==> config.mk <==
export PLATFORM = sky130hd
export DESIGN_NAME = clint_mmio
export DESIGN_NICKNAME = d
export VERILOG_FILES = /design/src/rtl/clint_mmio_pkg.sv /design/src/rtl/clint_addr_dec.sv /design/src/rtl/clint_mmio.sv
export SDC_FILE = /design/constraint.sdc
export NUM_CORES = 1
export LEC_CHECK = 0
export CORE_MARGIN = 2
export CORE_UTILIZATION = 49
export CTS_BUF_LIST = sky130_fd_sc_hd__clkbuf_8
export CTS_CLUSTER_SIZE = 12
export DETAILED_ROUTE_END_ITERATION = 8
export PLACE_DENSITY = 0.77
export SLEW_MARGIN = 0
export SYNTH_ARGS = -nofsm -noshare
export SYNTH_HDL_FRONTEND = slang
export SYNTH_SLANG_ARGS = --single-unit
==> constraint.sdc <==
create_clock -name clk_in -period 4.05 [get_ports clk_in]
set_clock_uncertainty 0.15 [all_clocks]
set_input_delay 0.6075 -clock clk_in [delete_from_list [all_inputs] [get_ports clk_in]]
set_output_delay 0.6075 -clock clk_in [all_outputs]
set_load 0.01 [all_outputs]
==> src/rtl/clint_mmio_pkg.sv <==
// Shared constants, decode types and helpers for the core-local interruptor.
// Base addresses and sizing defaults live here so mem_io and the CLINT agree.
package clint_mmio_pkg;

  localparam logic [31:0] CLINT_MSIP_BASE     = 32'h0200_0000;
  localparam logic [31:0] CLINT_MTIME_BASE    = 32'h0200_1000;
  localparam logic [31:0] CLINT_MTIMECMP_BASE = 32'h0200_2000;
  localparam int unsigned CLINT_NUM_HARTS     = 1;
  localparam int unsigned CLINT_TICK_DIV      = 1;

  typedef enum logic [2:0] {
    SEL_NONE,
    SEL_MSIP,
    SEL_MTIME_LO,
    SEL_MTIME_HI,
    SEL_CMP_LO,
    SEL_CMP_HI
  } clint_sel_t;

  // Hart index is sized for the 32-hart maximum.
  typedef logic [4:0] hart_idx_t;

  typedef struct packed {
    clint_sel_t sel;
    hart_idx_t  hart;
    logic       err;
  } clint_dec_t;

  // Merge enabled bytes of new_val into old_val.
  function automatic logic [31:0] apply_be(input logic [31:0] old_val,
                                           input logic [31:0] new_val,
                                           input logic [3:0]  be);
    logic [31:0] res;
    res = old_val;
    for (int b = 0; b < 4; b++) begin
      if (be[b]) res[8*b +: 8] = new_val[8*b +: 8];
    end
    return res;
  endfunction

endpackage

==> src/rtl/clint_addr_dec.sv <==
// Combinational decode of a CLINT byte address into register select, hart
// index and access error (misaligned or unmapped).
module clint_addr_dec
  import clint_mmio_pkg::*;
#(
  parameter int unsigned NUM_HARTS     = CLINT_NUM_HARTS,
  parameter logic [31:0] MSIP_BASE     = CLINT_MSIP_BASE,
  parameter logic [31:0] MTIME_BASE    = CLINT_MTIME_BASE,
  parameter logic [31:0] MTIMECMP_BASE = CLINT_MTIMECMP_BASE
) (
  input  logic [31:0] addr_in,
  output clint_dec_t  dec_out
);

  localparam logic [31:0] MsipSpan = 32'(4 * NUM_HARTS);
  localparam logic [31:0] CmpSpan  = 32'(8 * NUM_HARTS);

  logic [31:0] msip_off;
  logic [31:0] cmp_off;

  // Offsets wrap for addresses below a base, so one unsigned compare covers the range.
  always_comb begin
    msip_off = addr_in - MSIP_BASE;
    cmp_off  = addr_in - MTIMECMP_BASE;
    dec_out  = '{sel: SEL_NONE, hart: '0, err: 1'b1};
    if (addr_in[1:0] == 2'b00) begin
      if (msip_off < MsipSpan) begin
        dec_out.sel  = SEL_MSIP;
        dec_out.hart = 5'(msip_off >> 2);
        dec_out.err  = 1'b0;
      end else if (addr_in == MTIME_BASE) begin
        dec_out.sel = SEL_MTIME_LO;
        dec_out.err = 1'b0;
      end else if (addr_in == MTIME_BASE + 32'd4) begin
        dec_out.sel = SEL_MTIME_HI;
        dec_out.err = 1'b0;
      end else if (cmp_off < CmpSpan) begin
        dec_out.sel  = cmp_off[2] ? SEL_CMP_HI : SEL_CMP_LO;
        dec_out.hart = 5'(cmp_off >> 3);
        dec_out.err  = 1'b0;
      end
    end
  end

endmodule

==> src/rtl/clint_mmio.sv <==
// Multi-hart CLINT: MSIP, MTIME and MTIMECMP behind a req/ack MMIO port,
// with a programmable mtime prescaler and registered timer compares.
module clint_mmio
  import clint_mmio_pkg::*;
#(
  parameter int unsigned NUM_HARTS     = CLINT_NUM_HARTS,
  parameter logic [31:0] MSIP_BASE     = CLINT_MSIP_BASE,
  parameter logic [31:0] MTIME_BASE    = CLINT_MTIME_BASE,
  parameter logic [31:0] MTIMECMP_BASE = CLINT_MTIMECMP_BASE,
  parameter int unsigned TICK_DIV      = CLINT_TICK_DIV
) (
  input  logic                 clk_in,
  input  logic                 reset_in,
  input  logic                 req_in,
  input  logic                 we_in,
  input  logic [31:0]          addr_in,
  input  logic [31:0]          wdata_in,
  input  logic [3:0]           be_in,
  output logic                 ack_out,
  output logic [31:0]          rdata_out,
  output logic                 err_out,
  output logic [NUM_HARTS-1:0] msip_out,
  output logic [NUM_HARTS-1:0] mtip_out,
  output logic [63:0]          mtime_out
);

  typedef enum logic [0:0] {StIdle, StResp} state_e;

  localparam logic [15:0] TickMax = 16'(TICK_DIV - 1);

  state_e               state_q, state_d;
  logic [15:0]          presc_q, presc_d;
  logic [63:0]          mtime_q, mtime_d;
  logic [63:0]          mtimecmp_q [NUM_HARTS];
  logic [63:0]          mtimecmp_d [NUM_HARTS];
  logic [NUM_HARTS-1:0] msip_q, msip_d;
  logic [NUM_HARTS-1:0] mtip_q, mtip_d;
  logic [31:0]          rdata_q, rdata_d;
  logic                 err_q, err_d;

  clint_dec_t  dec;
  logic        accept;
  logic        wr_ok;
  logic        tick;
  logic [31:0] rd_val;

  clint_addr_dec #(
    .NUM_HARTS     (NUM_HARTS),
    .MSIP_BASE     (MSIP_BASE),
    .MTIME_BASE    (MTIME_BASE),
    .MTIMECMP_BASE (MTIMECMP_BASE)
  ) u_addr_dec (
    .addr_in (addr_in),
    .dec_out (dec)
  );

  always_comb begin
    state_d = state_q;
    accept  = 1'b0;
    unique case (state_q)
      StIdle: begin
        if (req_in) begin
          accept  = 1'b1;
          state_d = StResp;
        end
      end
      StResp:  state_d = StIdle;
      default: state_d = StIdle;
    endcase
  end

  assign wr_ok = accept & we_in & ~dec.err;

  always_comb begin
    tick    = (presc_q == TickMax);
    presc_d = tick ? 16'd0 : presc_q + 16'd1;
  end

  // A write to either mtime half suppresses that cycle's increment entirely.
  always_comb begin
    mtime_d = tick ? mtime_q + 64'd1 : mtime_q;
    if (wr_ok && (be_in != 4'b0000)) begin
      if (dec.sel == SEL_MTIME_LO) begin
        mtime_d = {mtime_q[63:32], apply_be(mtime_q[31:0], wdata_in, be_in)};
      end else if (dec.sel == SEL_MTIME_HI) begin
        mtime_d = {apply_be(mtime_q[63:32], wdata_in, be_in), mtime_q[31:0]};
      end
    end
  end

  always_comb begin
    msip_d = msip_q;
    for (int h = 0; h < NUM_HARTS; h++) begin
      mtimecmp_d[h] = mtimecmp_q[h];
      mtip_d[h]     = (mtime_q >= mtimecmp_q[h]);
      if (wr_ok && (dec.hart == 5'(h))) begin
        if ((dec.sel == SEL_MSIP) && be_in[0]) msip_d[h] = wdata_in[0];
        if (dec.sel == SEL_CMP_LO) begin
          mtimecmp_d[h][31:0] = apply_be(mtimecmp_q[h][31:0], wdata_in, be_in);
        end
        if (dec.sel == SEL_CMP_HI) begin
          mtimecmp_d[h][63:32] = apply_be(mtimecmp_q[h][63:32], wdata_in, be_in);
        end
      end
    end
  end

  always_comb begin
    rd_val = '0;
    case (dec.sel)
      SEL_MSIP: begin
        for (int h = 0; h < NUM_HARTS; h++) begin
          if (dec.hart == 5'(h)) rd_val = {31'b0, msip_q[h]};
        end
      end
      SEL_MTIME_LO: rd_val = mtime_q[31:0];
      SEL_MTIME_HI: rd_val = mtime_q[63:32];
      SEL_CMP_LO: begin
        for (int h = 0; h < NUM_HARTS; h++) begin
          if (dec.hart == 5'(h)) rd_val = mtimecmp_q[h][31:0];
        end
      end
      SEL_CMP_HI: begin
        for (int h = 0; h < NUM_HARTS; h++) begin
          if (dec.hart == 5'(h)) rd_val = mtimecmp_q[h][63:32];
        end
      end
      default: rd_val = '0;
    endcase
  end

  // Response captured at accept; writes and errors return zero data.
  always_comb begin
    rdata_d = rdata_q;
    err_d   = err_q;
    if (accept) begin
      err_d   = dec.err;
      rdata_d = (dec.err || we_in) ? 32'h0 : rd_val;
    end
  end

  always_ff @(posedge clk_in or negedge reset_in) begin
    if (!reset_in) begin
      state_q    <= StIdle;
      presc_q    <= '0;
      mtime_q    <= '0;
      mtimecmp_q <= '{default: '1};
      msip_q     <= '0;
      mtip_q     <= '0;
      rdata_q    <= '0;
      err_q      <= 1'b0;
    end else begin
      state_q    <= state_d;
      presc_q    <= presc_d;
      mtime_q    <= mtime_d;
      mtimecmp_q <= mtimecmp_d;
      msip_q     <= msip_d;
      mtip_q     <= mtip_d;
      rdata_q    <= rdata_d;
      err_q      <= err_d;
    end
  end

  assign ack_out   = (state_q == StResp);
  assign rdata_out = rdata_q;
  assign err_out   = err_q;
  assign msip_out  = msip_q;
  assign mtip_out  = mtip_q;
  assign mtime_out = mtime_q;

endmodule

* Word level (Yosys, flattened, before mapping)
Index checks and enable logic that the tools add are counted.
** Storage, ports and cells
- Logic and storage cells :: 102
- Input port bits :: 72
- Output and inout bits :: 100
- Register bits :: 180
** Operators by class
- $lt $le $gt $ge :: 3
- Bitwise gates (word level) :: 4
- Mux-type cells :: 27
- Add/subtract/negate cells :: 4
- Equality and inequality tests :: 17
- Reduce and logical (&&, ||, !) cells :: 25
** Operator list (number)
- 64-bit two-way mux :: 4
- 32-bit one-hot mux with 5 select lines :: 1
- 32-bit two-way mux :: 3
- 64-bit by 1-bit adder with 64-bit output (second input constant) :: 1
- 32-bit by 26-bit == test with 1-bit output (second input constant) :: 2
- 64-bit >= comparator :: 1
- 32-bit by 26-bit subtractor with 32-bit output (second input constant) :: 2
- 32-bit by 3-bit less-than comparator with 1-bit output (second input constant) :: 1
- 32-bit by 4-bit less-than comparator with 1-bit output (second input constant) :: 1
- 8-bit two-way mux :: 4
- 9-bit two-way mux :: 3
- 3-bit != test (second input constant) :: 9
- 3-bit AND reduction :: 8
- 2-bit AND reduction :: 9
- 16-bit by 1-bit adder with 16-bit output (second input constant) :: 1
- 16-bit zero test :: 1
- 16-bit two-way mux :: 1
- 5-bit two-way mux :: 2
- 3-bit by 2-bit == test with 1-bit output (second input constant) :: 2
- 3-bit == test (second input constant) :: 2
- 1-bit two-way mux :: 6
- 3-bit two-way mux :: 2
- 5-bit zero test :: 1
- 4-bit nonzero test :: 1
- 8 further kinds :: 12

* Depth between registers and ports, before layout
Gate-level depths: netlist of run 1.
- Word-level depth :: 12
- Gate-level depth with buffers :: 12
- Depth with buffers taken out :: 10

* Cells and area by module
Synthesis of run 1 repeated with hierarchy kept, for this count alone.
** Second synthesis, totals
- Cell total of the unflattened synthesis :: 1241
- Area total of the unflattened synthesis :: 11728.7 µm²
** Modules (own cells, without submodules)
- clint_mmio :: instances 1, cells each 1159, area each 11174.5 µm², seq. area each 4584.4 µm²
- clint_addr_dec :: instances 1, cells each 82, area each 554.3 µm², seq. area each 0.0 µm²

* Worst setup path after synthesis of run 1
Ideal clock, no wire load.
- Kind :: input to register
- Start point :: input port addr_in[14]
- End point :: register mtimecmp_q[6] (netlist bit)
- Buffers on the path :: 0
- Cell stages on the path :: 8
- Arrival :: 3.154 ns
- Setup time :: 0.085 ns
- Data required time :: 3.815 ns
- Slack :: 0.662 ns
- Path through :: or4_4 or4b_1 a21oi_1 a21oi_1 nor4b_4 nor3b_4 nand3_4 mux2_1
** Between the ends
- Word-level cells in the longest chain between the ends :: 11
** RTL lines
- start: declaration :: line clint_mmio.sv:16 : input logic [31:0] addr_in,
- 32-bit by 26-bit subtractor with 32-bit output :: line clint_addr_dec.sv:24 : cmp_off = addr_in - MTIMECMP_BASE;
- 32-bit by 4-bit less-than comparator with 1-bit output :: line clint_addr_dec.sv:37 : end else if (cmp_off < CmpSpan) begin
- 9-bit two-way mux :: line clint_addr_dec.sv:37
- 1-bit two-way mux :: line clint_addr_dec.sv:34 : end else if (addr_in == MTIME_BASE + 32'd4) begin
- 1-bit two-way mux :: line clint_addr_dec.sv:31 : end else if (addr_in == MTIME_BASE) begin
- 9-bit two-way mux (*) :: line clint_addr_dec.sv:27 : if (msip_off < MsipSpan) begin
- 9-bit two-way mux (*) :: line clint_addr_dec.sv:26 : if (addr_in[1:0] == 2'b00) begin
- 1-bit inverter :: line clint_mmio.sv:72 : assign wr_ok = accept & we_in & ~dec.err;
- 1-bit bitwise AND :: line clint_mmio.sv:72
- 1-bit logical AND :: line clint_mmio.sv:96 : if (wr_ok && (dec.hart == 5'(h))) begin
- 3-bit AND reduction (no line) (*)
- end signal: assignment :: line clint_mmio.sv:156 : mtimecmp_q <= mtimecmp_d;
- end: declaration :: line clint_mmio.sv:34 : logic [63:0] mtimecmp_q [NUM_HARTS];
Mark *: on every way between the ends. The rest lies on a longest branch, timed or not.
A chain may end at the register's enable or synchronous reset.

* Final worst setup path of run 1
- Start point :: input port addr_in[13]
- End point :: register mtimecmp_q[63] (netlist bit)
Same word-level chain as after synthesis.

==> metrics.md, run 1 <==
| Metric | Value |
|---|---|
| Prevailing post-synth register cell | dfrtp_1 |
| Nets | about 1600 |
| Remaining antenna violation count | 0 |
| Port Buf Inserts | about 170 |
| Top post-synthesis cells by area | dfrtp_1 25%, dfstp_2 15%, ha_1 7.7% |
| Synth area leader | dfrtp_1 |
| Layout cells sized above 1 | 0.154 |
| Max incr delay on CP | ~0.48 ns |
| GR Util All Layers | 0.308 |
| Place WS | -0.0399 ns |
| Buf/Inv on CP | 3 |
| Syn Inst Count | roughly 1300 |
| EDFF count, synth | 0 |
| N_diodes | 0 |
| Iter 0 DRT Violations | 989 |
| H-tree depth | 4 |
| Multi-input gate area | roughly 6400 µm² |
| Unrepaired setup endpoints after global routing | false |
| Mapped Avg Cell Area | between 9 and 10 µm² |
| Detail Placement HPWL | 27900 µm |
| Starting Density | 0.502 |
| Vias in the first global route | ~11000 |
| RR Startpoint | presc_q[0]$_DFF_PN0_ |
| Synth Warn # | 0 |
| R2R Path End | mtime_out[63]$_DFFE_PN0P_ |
| Async set-reset flop share out of synthesis | 1.00 |
| Final setup violation count | 0 |
| Cts bufs inserted | 17 |
| Measured slew at the worst slew-check pin | 0.934 ns |
| Cell Chain, Critical Path | clkdlybuf4s50_1, inv_1, ha_1, or3b_2, o31ai_1, nand4_1, nor4_1, nor4b_4, and4_1, buf_12, nand2_1, mux2_2 |
| CTS sink cnt | between 150 and 200 |
| Worst skew pair latency | 0.48 ns |
| Area delta synth->final | 25.0% |
| Status | complete, no violations |
| Initial DRT Pass Iterations | 6 |
| Core Util, Final | 0.628 |
| Root buffer cell | clkbuf_8 |
| Routed WL | 38000 µm |
| Yosys top cell area share | 0.254 |
| Synthesized flop and latch total | 180 |
| I/O pin cnt | roughly 170 |
| Die area | approximately 25000 µm² |
| Crit end category | flip-flop |
| Fin crit share | 0.886 |
| Hold WS | 0.0590 ns |
| Synth cell count leaders | 146 x nor2_1, 116 x dfrtp_1, 95 x a21oi_1, 82 x inv_1, 74 x o21ai_0 |
| CTS resizes | 0 |
| Fin crit period | between 3 and 4 ns |
| Max Cap Viol | 0 |
| Synth cell types | between 60 and 70 |
| Antenna violations before repair | 0 |
| Worst Path Required | between 4 and 5 ns |
| Relative slew slack | 0.372 |
| Post-synth net total | between 1000 and 1500 |
| R2R setup slack | roughly 0.57 ns |
| Power Density | approximately 230 nW/µm² |
| Largest net degree at the start of global routing | between 90 and 100 |
| Reg clk slew, reported paths | around 0.1 ns |
| CTS tree | built |
| CP Data Arrival Time | 3.85 ns |
| Row cnt | 55 |
| Post-synthesis sequential area ratio | 0.401 |
| VDD IR max | ~0.19 mV |
| Setup CP Type | input pin to flip-flop |
| Crit-path slowest cell | clkdlybuf4s50_1 |
| Worst hold path class | input pin to async pin |
| Post-Syn Area | roughly 11000 µm² |
| DIE WIDTH | 157 µm |
| Power, Total | between 3 and 4 mW |
| Via/cell ratio | a little over 6 |
| Die Y | ~160 µm |
| Core area | approximately 23000 µm² |
| Post-CTS setup buffers | 0 |
| Most frequent cell after synthesis | nor2_1 |
| Final setup margin | roughly 0.46 ns |
| Fin. Hold Viols | 0 |
| Fillers | 1931 |
| R2r worst-path depth | 11 |
| Worst setup SP type | input pin |
| Post-route insts no fill | approximately 1800 |
| Top delay family on crit path | simple AND/OR/NAND/NOR gates |
| Register area | between 4000 and 5000 µm² |
| Leak pwr | just under 6 nW |
| GRT Residual Overflow | 0 |
| Cells after DPL | 1757 |
| Hold buffers post-CTS | 0 |
| Fmax achieved | ~280 MHz |
| RD Place Congestion | 0.903 |
| WL/cell | approximately 21 µm |
| Max clock buf depth | 2 |
| First-pass GRT wire length | 58600 µm |
| Critical Path Fanout Max | 11 |
| Slew Viols, Final | 0 |
| Post-route DRC | 0 |
| Vias | around 11000 |
==> worst max path at each step <==
stage,from,endpoint,slack [ns],cells past startpoint
3_5_place_dp,addr_in[13],mtimecmp_q[59]$_DFFE_PN1P_,-0.04,12
4_1_cts,addr_in[13],mtimecmp_q[63]$_DFFE_PN1P_,0.47,12
3_3_place_gp,addr_in[13],mtimecmp_q[57]$_DFFE_PN1P_,0.05,12
6_report,addr_in[13],mtimecmp_q[63]$_DFFE_PN1P_,0.46,12
2_1_floorplan,addr_in[14],mtimecmp_q[6]$_DFFE_PN1P_,0.66,8
5_1_grt,addr_in[13],mtimecmp_q[63]$_DFFE_PN1P_,0.29,12
==> placed cells by master (no fill, tap or decap), types with 5 or more instances in the layout <==
master and n:
and2_1 10, ha_1 70, dfrtp_1 116, and4_1 10, a22oi_1 31, nand2b_1 5, buf_12 9, inv_1 83
xnor2_1 12, mux2i_1 36, xor2_1 5, nor2b_1 8, or2_2 5, nand2_1 72, nand3_1 58, nor3_1 28
clkbuf_8 19, a311oi_1 5, o211ai_1 6, nor2_1 146, nand4_1 35, a211oi_1 26, o32ai_1 7, dfstp_2 64
o22ai_1 12, o21a_1 9, a31oi_1 13, o21ai_0 74, mux2_2 53, a21o_1 15, a21oi_1 94, buf_4 47
clkdlybuf4s50_1 169, and3_1 25, o31ai_1 5, nor4_1 13
==> worst register-to-register path: cells and delay by family, from the launching register on <==
kind | cells | cell delay, ns
DFF | 1 | 0.44
AOI/OAI and AO/OA | 1 | 0.24
buffers and inverters | 2 | 0.30
and+or+nand+nor | 7 | 2.13
adders and majority gates | 1 | 0.14
==> power by group <==
group / internal, mW / switching, mW / total (mW)
Sequential: 1.80 / 0.000282 / 1.80
Combinational: 0.0987 / 0.146 / 0.245
Clock: 0.527 / 0.720 / 1.25
Total: 2.43 / 0.867 / 3.29
==> layout make-up <==
class                           instances  area share
Multi-Input combinational cell        955       0.447
Inverter                               82      0.0215
Clock inverter                         13     0.00849
Clock buffer                           19      0.0183
Tap cell                              313      0.0274
Sequential cell                       180       0.321
Timing Repair Buffer                  227       0.157
==> metal layers <==
| layer | GRT usage | up-vias | part of all wire |
|---|---|---|---|
| met2 | 0.501 | 558 | 0.47 |
| met3 | 0.0620 | 98 | 0.079 |
| met5 | 0 | - | 0 |
| met1 | 0.409 | 5379 | 0.42 |
| met4 | 0.107 | 0 | 0.029 |
| li1 | - | 5053 | - |
==> kinds of logic (layout without fill, tap and decap cells) <==
logic type,after synthesis,in the layout,share of synthesized area
flip-flops,180,180,0.401
multiplexers,91,91,0.0857
adder cells (fa/ha/maj),70,70,0.0766
XOR/XNOR,17,17,0.0130
buffers and inverters,127,341,0.0422
AND/OR/NAND/NOR,448,448,0.201
AO/OA/AOI/OAI,329,329,0.180
==> stage by stage <==
stage,area (µm²),TNS (ns)
after detailed placement,13900,-0.215
after floorplan,11400,0
final,14300,0
after global routing,14300,0
after CTS,14300,0
after global placement,13900,0
==> registers in the layout (all words and copies together), names as in the netlist <==
name / flops
mtime_out: 64
mtimecmp_q: 64
rdata_out: 32
presc_q: 16
ack_out: 1
err_out: 1
msip_out: 1
mtip_out: 1
No activity file was read; power rests on OpenSTA's default activity.
==> run 2, diff against run 1 <==
Settings changed: SKIP_LAST_GASP set to 1.
==> results of run 2 <==
Same layout as run 1: the final DEF is identical, and so are final timing and power.
